--- src/rtl/traffic_sensor_cond_if.sv ---
// Signal bundle between the loop-detector front end and the sensor conditioner.
// The slave side is the conditioner; the master side drives detectors and reads status.
interface traffic_sensor_cond_if #(
    parameter int CAR_W = 8
);
    logic             raw_a;
    logic             raw_b;
    logic             cnt_clr;
    logic             Ta;
    logic             Tb;
    logic [CAR_W-1:0] car_cnt_a;
    logic [CAR_W-1:0] car_cnt_b;

    modport master (
        output raw_a,
        output raw_b,
        output cnt_clr,
        input  Ta,
        input  Tb,
        input  car_cnt_a,
        input  car_cnt_b
    );

    modport slave (
        input  raw_a,
        input  raw_b,
        input  cnt_clr,
        output Ta,
        output Tb,
        output car_cnt_a,
        output car_cnt_b
    );
endinterface

--- src/rtl/traffic_sensor_cond.sv ---
// Traffic sensor conditioner: per-street synchronizer, arrival debounce and departure
// hold, producing clean Ta/Tb presence flags plus saturating arrival counters.
// Channel index 0 is street A, index 1 is street B; both channels are identical.
module traffic_sensor_cond #(
    parameter int DEB_CYCLES  = 4,
    parameter int HOLD_CYCLES = 8,
    parameter int CAR_W       = 8
) (
    input logic                  clk,
    input logic                  rst,
    traffic_sensor_cond_if.slave bus
);
    localparam int MAX_CYC = (DEB_CYCLES > HOLD_CYCLES) ? DEB_CYCLES : HOLD_CYCLES;
    localparam int TW      = $clog2(MAX_CYC + 1);

    localparam logic [TW-1:0]    DEB_LAST  = TW'(DEB_CYCLES - 1);
    localparam logic [TW-1:0]    HOLD_LAST = TW'(HOLD_CYCLES - 1);
    localparam logic [TW-1:0]    T_ONE     = TW'(1);
    localparam logic [CAR_W-1:0] CNT_MAX   = '1;
    localparam logic [CAR_W-1:0] CNT_ONE   = CAR_W'(1);

    typedef enum logic [1:0] {
        IDLE    = 2'b00,
        DEB     = 2'b01,
        PRESENT = 2'b10,
        HOLD    = 2'b11
    } state_t;

    logic [1:0]       raw;
    logic [1:0]       sync1;
    logic [1:0]       sync2;
    state_t           state    [2];
    state_t           state_nx [2];
    logic [TW-1:0]    timer    [2];
    logic [TW-1:0]    timer_nx [2];
    logic [1:0]       arrive;
    logic [CAR_W-1:0] cnt      [2];

    assign raw = {bus.raw_b, bus.raw_a};

    // Two-flop synchronizer for the asynchronous detector inputs.
    always_ff @(posedge clk or posedge rst) begin
        if (rst) begin
            sync1 <= '0;
            sync2 <= '0;
        end else begin
            sync1 <= raw;
            sync2 <= sync1;
        end
    end

    // Channel state and timer registers.
    always_ff @(posedge clk or posedge rst) begin
        if (rst) begin
            for (int ch = 0; ch < 2; ch++) begin
                state[ch] <= IDLE;
                timer[ch] <= '0;
            end
        end else begin
            for (int ch = 0; ch < 2; ch++) begin
                state[ch] <= state_nx[ch];
                timer[ch] <= timer_nx[ch];
            end
        end
    end

    // Debounce/hold next-state logic; arrive flags a fresh vehicle entering PRESENT.
    always_comb begin
        for (int ch = 0; ch < 2; ch++) begin
            state_nx[ch] = state[ch];
            timer_nx[ch] = timer[ch];
            arrive[ch]   = 1'b0;
            case (state[ch])
                IDLE: begin
                    if (sync2[ch]) begin
                        if (DEB_CYCLES == 1) begin
                            state_nx[ch] = PRESENT;
                            timer_nx[ch] = '0;
                            arrive[ch]   = 1'b1;
                        end else begin
                            state_nx[ch] = DEB;
                            timer_nx[ch] = T_ONE;
                        end
                    end
                end
                DEB: begin
                    if (!sync2[ch]) begin
                        state_nx[ch] = IDLE;
                        timer_nx[ch] = '0;
                    end else if (timer[ch] == DEB_LAST) begin
                        state_nx[ch] = PRESENT;
                        timer_nx[ch] = '0;
                        arrive[ch]   = 1'b1;
                    end else begin
                        timer_nx[ch] = timer[ch] + T_ONE;
                    end
                end
                PRESENT: begin
                    if (!sync2[ch]) begin
                        if (HOLD_CYCLES == 1) begin
                            state_nx[ch] = IDLE;
                            timer_nx[ch] = '0;
                        end else begin
                            state_nx[ch] = HOLD;
                            timer_nx[ch] = T_ONE;
                        end
                    end
                end
                HOLD: begin
                    // A return to high within the hold window is the same vehicle.
                    if (sync2[ch]) begin
                        state_nx[ch] = PRESENT;
                        timer_nx[ch] = '0;
                    end else if (timer[ch] == HOLD_LAST) begin
                        state_nx[ch] = IDLE;
                        timer_nx[ch] = '0;
                    end else begin
                        timer_nx[ch] = timer[ch] + T_ONE;
                    end
                end
                default: begin
                    state_nx[ch] = IDLE;
                    timer_nx[ch] = '0;
                end
            endcase
        end
    end

    // Saturating arrival counters; an arrival coinciding with a clear leaves a count of one.
    always_ff @(posedge clk or posedge rst) begin
        if (rst) begin
            for (int ch = 0; ch < 2; ch++) begin
                cnt[ch] <= '0;
            end
        end else begin
            for (int ch = 0; ch < 2; ch++) begin
                if (arrive[ch]) begin
                    if (bus.cnt_clr) begin
                        cnt[ch] <= CNT_ONE;
                    end else if (cnt[ch] != CNT_MAX) begin
                        cnt[ch] <= cnt[ch] + CNT_ONE;
                    end
                end else if (bus.cnt_clr) begin
                    cnt[ch] <= '0;
                end
            end
        end
    end

    // Presence is the MSB of the registered state (PRESENT and HOLD).
    assign bus.Ta        = state[0][1];
    assign bus.Tb        = state[1][1];
    assign bus.car_cnt_a = cnt[0];
    assign bus.car_cnt_b = cnt[1];
endmodule

--- src/flat_wrapper.sv ---
// flat-port wrapper written by rule: the top's interface ports become plain ports
module traffic_sensor_cond_flat 
#(
    parameter int DEB_CYCLES  = 4,
    parameter int HOLD_CYCLES = 8,
    parameter int CAR_W       = 8
)
  (clk, rst, bus_raw_a, bus_raw_b, bus_cnt_clr, bus_Ta, bus_Tb, bus_car_cnt_a, bus_car_cnt_b);
  traffic_sensor_cond_if #(.CAR_W(CAR_W)) bus_i ();
  input logic clk;
  input logic rst;
  input wire logic [$bits(bus_i.raw_a)-1:0] bus_raw_a;
  input wire logic [$bits(bus_i.raw_b)-1:0] bus_raw_b;
  input wire logic [$bits(bus_i.cnt_clr)-1:0] bus_cnt_clr;
  output wire logic [$bits(bus_i.Ta)-1:0] bus_Ta;
  output wire logic [$bits(bus_i.Tb)-1:0] bus_Tb;
  output wire logic [$bits(bus_i.car_cnt_a)-1:0] bus_car_cnt_a;
  output wire logic [$bits(bus_i.car_cnt_b)-1:0] bus_car_cnt_b;
  assign bus_i.raw_a = bus_raw_a;
  assign bus_i.raw_b = bus_raw_b;
  assign bus_i.cnt_clr = bus_cnt_clr;
  assign bus_Ta = bus_i.Ta;
  assign bus_Tb = bus_i.Tb;
  assign bus_car_cnt_a = bus_i.car_cnt_a;
  assign bus_car_cnt_b = bus_i.car_cnt_b;
  traffic_sensor_cond #(.DEB_CYCLES(DEB_CYCLES), .HOLD_CYCLES(HOLD_CYCLES), .CAR_W(CAR_W)) u_core (.clk(clk), .rst(rst), .bus(bus_i));
endmodule
--- config.mk ---
export PLATFORM = sky130hd
export DESIGN_NAME = traffic_sensor_cond_flat
export DESIGN_NICKNAME = d
export VERILOG_FILES = /design/src/rtl/traffic_sensor_cond_if.sv /design/src/rtl/traffic_sensor_cond.sv /design/src/flat_wrapper.sv
export SDC_FILE = /design/constraint.sdc
export NUM_CORES = 1
export LEC_CHECK = 0
export CELL_PAD_IN_SITES_DETAIL_PLACEMENT = 1
export CELL_PAD_IN_SITES_GLOBAL_PLACEMENT = 1
export CORE_UTILIZATION = 38
export DETAILED_ROUTE_END_ITERATION = 7
export GPL_TIMING_DRIVEN = 0
export HOLD_SLACK_MARGIN = 0.05
export PLACE_DENSITY = 0.72
export SYNTH_ARGS = -nofsm -noshare
export SYNTH_HDL_FRONTEND = slang
export SYNTH_SLANG_ARGS = --single-unit
--- constraint.sdc ---
create_clock -name clk -period 1.7 [get_ports clk]
set_input_delay 0.425 -clock clk [delete_from_list [all_inputs] [get_ports clk]]
set_output_delay 0.425 -clock clk [all_outputs]
set_load 0.01 [all_outputs]
==> flow_summary.html <==
<table>
<tr><th>Metric</th><th>Value</th></tr>
<tr><th colspan="2">Status</th></tr>
<tr><td>Outcome</td><td>finished, violations left</td></tr>
<tr><td>Failing checks</td><td>negative setup slack</td></tr>
<tr><th colspan="2">Critical path</th></tr>
<tr><td>R2r setup slk</td><td>-0.2 ps</td></tr>
<tr><td>Worst Setup Path Type</td><td>reg -&gt; reg</td></tr>
<tr><td>Stage delay of the slowest cell on the critical path</td><td>530 ps</td></tr>
<tr><td>WP data required</td><td>1910 ps</td></tr>
<tr><td>Crit Path Max Fanout</td><td>5</td></tr>
<tr><td>CP Capture Type</td><td>register</td></tr>
<tr><td>Cell Chain, Critical Path</td><td>nand4bb_4 &gt; or2_4 &gt; or4_1 &gt; a21oi_2</td></tr>
<tr><td>Depth of the worst register-to-register path</td><td>4</td></tr>
<tr><td>Slowest cell on the critical path</td><td>or4_1</td></tr>
<tr><td>R2R Path End</td><td>u_core.bus.car_cnt_b[3]$_DFFE_PP0P_</td></tr>
<tr><td>Type of element launching the critical path</td><td>register</td></tr>
<tr><td>Worst endpoint data arrival time</td><td>1910 ps</td></tr>
<tr><th colspan="2">Clock tree</th></tr>
<tr><td>Number of buffers added by the clock tree synthesis step</td><td>5</td></tr>
<tr><td>H-tree lvl count</td><td>2</td></tr>
<tr><td>CTS clk-pin slew, worst paths</td><td>70 ps</td></tr>
<tr><td>Worst skew pair latency</td><td>280 ps</td></tr>
<tr><td>CTS tree</td><td>yes</td></tr>
<tr><td>Root Driver</td><td>clkbuf_8</td></tr>
<tr><td>Number of buffers on the longest clock path</td><td>2</td></tr>
<tr><td>Post-cts hold buffer count</td><td>0</td></tr>
<tr><td>TritonCTS sink count</td><td>32</td></tr>
<tr><th colspan="2">STA</th></tr>
<tr><td>Worst rel slew slack</td><td>52.7%</td></tr>
<tr><td>Shortest period the worst path allows</td><td>1700 ps</td></tr>
<tr><td>RSZ-0062 raised after global routing</td><td>true</td></tr>
<tr><td>Slew @ Worst Pin</td><td>708 ps</td></tr>
<tr><td>Max-slew violation total from the final report</td><td>0</td></tr>
<tr><td>Slack of the critical path</td><td>-0.219 ps</td></tr>
<tr><td>Worst clock skew</td><td>6.80 ps</td></tr>
<tr><td>Crit share post-route</td><td>100%</td></tr>
<tr><td>Final number of setup-violating endpoints</td><td>1</td></tr>
<tr><td>Final number of hold-violating endpoints</td><td>0</td></tr>
<tr><td>Peak Freq</td><td>588 MHz</td></tr>
<tr><th colspan="2">Floorplan</th></tr>
<tr><td>Horizontal extent of the die</td><td>70.2 um</td></tr>
<tr><td>Number of rows in the core area</td><td>24</td></tr>
<tr><td>Initial cell density of the core</td><td>40.1%</td></tr>
<tr><td>Die height</td><td>70.2 um</td></tr>
<tr><td>I/O pin total</td><td>23</td></tr>
<tr><td>Core area</td><td>4410 um^2</td></tr>
<tr><td>Die outline area</td><td>4930 um^2</td></tr>
<tr><th colspan="2">GRT</th></tr>
<tr><td>Largest net degree at the start of global routing</td><td>33</td></tr>
<tr><td>Number of antenna violations at the first check in global routing</td><td>0</td></tr>
<tr><td>Grt ovf</td><td>0</td></tr>
<tr><td>First-pass GRT wire length</td><td>7.60 mm</td></tr>
<tr><td>Via count of the first global-routing pass</td><td>1,670</td></tr>
<tr><td>Global-route total usage across every layer</td><td>19.4%</td></tr>
<tr><th colspan="2">Final layout</th></tr>
<tr><td>Diode insertion count for antenna repair</td><td>0</td></tr>
<tr><td>Post-Layout Cell Count</td><td>286</td></tr>
<tr><td>Post-Route Utilization</td><td>53.8%</td></tr>
<tr><td>Post-layout nets</td><td>242</td></tr>
<tr><td>Proportion of layout cells with a drive suffix above 1</td><td>20.9%</td></tr>
<tr><td>Area added between synthesis and finish</td><td>34.4%</td></tr>
<tr><th colspan="2">Power</th></tr>
<tr><td>Switching power summed over all nets</td><td>0.613 mW</td></tr>
<tr><td>Leakage dissipation</td><td>1.02 nW</td></tr>
<tr><td>Net Sw Frac</td><td>30.3%</td></tr>
<tr><td>Pwr dens</td><td>851 nW/um^2</td></tr>
<tr><td>Clock power share</td><td>30.3%</td></tr>
<tr><td>Worst ir drop on vdd</td><td>0.651 mV</td></tr>
<tr><td>Cell-internal power</td><td>1.41 mW</td></tr>
<tr><td>Part of the power in combinational logic</td><td>25.3%</td></tr>
<tr><td>Register share of total power</td><td>44.4%</td></tr>
<tr><th colspan="2">Min path</th></tr>
<tr><td>Endpoint with the worst hold slack</td><td>u_core.sync2[0]$_DFF_PP0_</td></tr>
<tr><td>Hold-critical path depth</td><td>0</td></tr>
<tr><td>Type of the most critical hold path</td><td>reg -&gt; reg</td></tr>
<tr><td>Start point of the worst hold path</td><td>u_core.sync1[0]$_DFF_PP0_</td></tr>
<tr><th colspan="2">Synthesis</th></tr>
<tr><td>Register bit count reported by yosys</td><td>32</td></tr>
<tr><td>Net count after synthesis</td><td>196</td></tr>
<tr><td>Proportion of synthesized chip area in sequential cells</td><td>45.3%</td></tr>
<tr><td>Gate count after technology mapping</td><td>187</td></tr>
<tr><td>Warnings from Yosys</td><td>0</td></tr>
<tr><td>Synthesized area divided by synthesized cell count</td><td>9.45 um^2</td></tr>
<tr><td>Post-synthesis instance area</td><td>1770 um^2</td></tr>
<tr><td>Distinct cell type count after synthesis</td><td>42</td></tr>
<tr><th colspan="2">Drt</th></tr>
<tr><td># DRC</td><td>0</td></tr>
<tr><td>Routed wire length</td><td>4.59 mm</td></tr>
<tr><td>Routed length per instance</td><td>16.1 um</td></tr>
<tr><td>Via-to-Cell Ratio</td><td>5.66</td></tr>
<tr><td>Residual antenna-violating net count after detailed routing</td><td>0</td></tr>
<tr><td>Total number of vias</td><td>1,619</td></tr>
<tr><td>Initial detailed-routing violation count</td><td>91</td></tr>
<tr><td>Number of search-and-repair iterations in the first detailed-routing pass</td><td>4</td></tr>
<tr><th colspan="2">Place</th></tr>
<tr><td>Post-Place Setup Slack</td><td>-291 ps</td></tr>
<tr><td>DP HPWL</td><td>3.02 mm</td></tr>
<tr><td>Instance count after placement with tap cells included</td><td>261</td></tr>
<tr><td>Buffers added on ports</td><td>22</td></tr>
<tr><td>Final GP Congestion</td><td>0.813</td></tr>
<tr><th colspan="2">Flow run</th></tr>
<tr><td>Number of maximum-capacitance constraint violations</td><td>0</td></tr>
</table>
==> worst max-delay path by stage <==
stage	slack, ps	start	cells past startpoint	end
4_1_cts	1	u_core.bus.car_cnt_a[0]$_DFFE_PP0P_	1	bus_car_cnt_a[0]
3_3_place_gp	-270	bus_cnt_clr	4	u_core.bus.car_cnt_b[2]$_DFFE_PP0P_
5_1_grt	-50	u_core.bus.car_cnt_a[1]$_DFFE_PP0P_	5	u_core.bus.car_cnt_a[1]$_DFFE_PP0P_
2_1_floorplan	50	register	5	u_core.bus.car_cnt_a[0]$_DFFE_PP0P_
6_report	-0.2	register	4	u_core.bus.car_cnt_b[3]$_DFFE_PP0P_
3_5_place_dp	-290	bus_cnt_clr	5	u_core.bus.car_cnt_a[0]$_DFFE_PP0P_
==> what timing repair did <==
action | CTS | global route
endpoints found under the setup margin | 22 | 17
buffers inserted | 14 | 3
resized for setup | 15 | 14
pin swaps | 1 | 3
==> per-stage QoR <==
step	hold slack (ps)	total power, mW	TNS [ps]	instance area (um^2)
4_1_cts	354	1.99	0	2320
5_1_grt	368	2.14	-156	2380
2_1_floorplan	331	1.19	0	1770
6_report	353	2.02	-0.219	2380
3_5_place_dp	336	1.31	-11220	2050
3_3_place_gp	336	1.29	-10000	2050
==> cells in the mapped netlist <==
cell type   n  area share (%)
a211oi_1    3             1.3
a21o_1      1            0.42
a21oi_1     9             2.5
a311oi_1    3             1.5
a31o_2      1            0.50
a31oi_1     5             1.8
a41oi_1     1            0.50
and3b_1     1            0.50
and4b_1     1            0.57
buf_2       2            0.57
buf_4       1            0.42
clkbuf_1    4            0.85
dfrtp_1    32              45
ha_1        4             2.8
inv_1       4            0.85
mux2_2      2             1.3
mux2i_1     4             2.3
nand2_1    13             2.8
nand2b_1   10             3.5
nand3_1    11             3.1
nand3b_1    5             2.1
nand4_1     3             1.1
nand4b_1    1            0.50
nand4bb_1   1            0.64
nand4bb_4   1             1.6
nor2_1     20             4.2
nor2b_1     4             1.4
nor3_1      3            0.85
nor3b_1     3             1.3
nor4_1      5             1.8
nor4bb_1    1            0.57
o21a_1      2            0.85
o21ai_0     9             2.5
o21bai_1    1            0.42
o22ai_1     3             1.1
o31ai_1     1            0.42
or2_1       1            0.35
or2_2       1            0.35
or3_1       1            0.35
or4_1       2            0.85
xnor2_1     4             2.0
xor2_1      3             1.5
==> power groups by stage <==
stage	registers, mW	logic [mW]	clock network [mW]
after CTS	0.900	0.466	0.628
after detailed placement	0.916	0.394	0
after floorplan	0.906	0.281	0
after global placement	0.912	0.377	0
final	0.899	0.512	0.612
after global routing	0.908	0.567	0.661
==> metal layers <==
layer  share of wire (%)  track usage, %  vias up
met3                 2.3            4.33        4
met2                  51            33.3       21
met1                  46            23.8      816
met5                   0               0        -
li1                    -               -      778
met4                0.89            6.67        0
==> sequential cells by signal, summed over array words and instances, names as in the netlist, named ones only <==
register              cells
u_core.bus.car_cnt_a      8
u_core.bus.car_cnt_b      8
u_core.state              2
u_core.sync1              2
u_core.sync2              2
u_core.timer              8
==> worst max-delay path, delay by kind of cell (launching register included) <==
| kind | cells | cell delay [ps] |
|---|---|---|
| and+or+nand+nor | 3 | 1060 |
| DFF | 1 | 440 |
| AOI/OAI and AO/OA | 1 | 150 |
==> layout by cell type, fill, tap and decap left out, types with 5 or more instances in the layout <==
cell type / count
nand3_1: 11
dlymetal6s2s_1: 6
nor2_1: 20
nand2_1: 13
o21ai_0: 9
nand2b_1: 9
dfrtp_2: 5
clkbuf_1: 5
clkdlybuf4s50_1: 16
buf_4: 18
dfrtp_1: 27
clkbuf_8: 6
nand3b_1: 5
a21oi_1: 8
a31oi_1: 5
==> cells by family after synthesis <==
family	after synthesis	share of synthesized area, %
buf+inv	11	2.69
xor+xnor	7	3.47
mux	6	3.54
fa+ha+maj	4	2.83
compound gates	39	13.8
flops	32	45.3
simple gates	88	28.4
==> area by class of cell <==
class	count	area, um^2
multi-input combinational	144	998
tap	52	65.1
clock buffer	8	90.1
inverter	4	18.8
timing repair buffer	39	363
buffer	7	33.8
sequential	32	807
fill	509	2040
(Power assumes the default switching activity.)
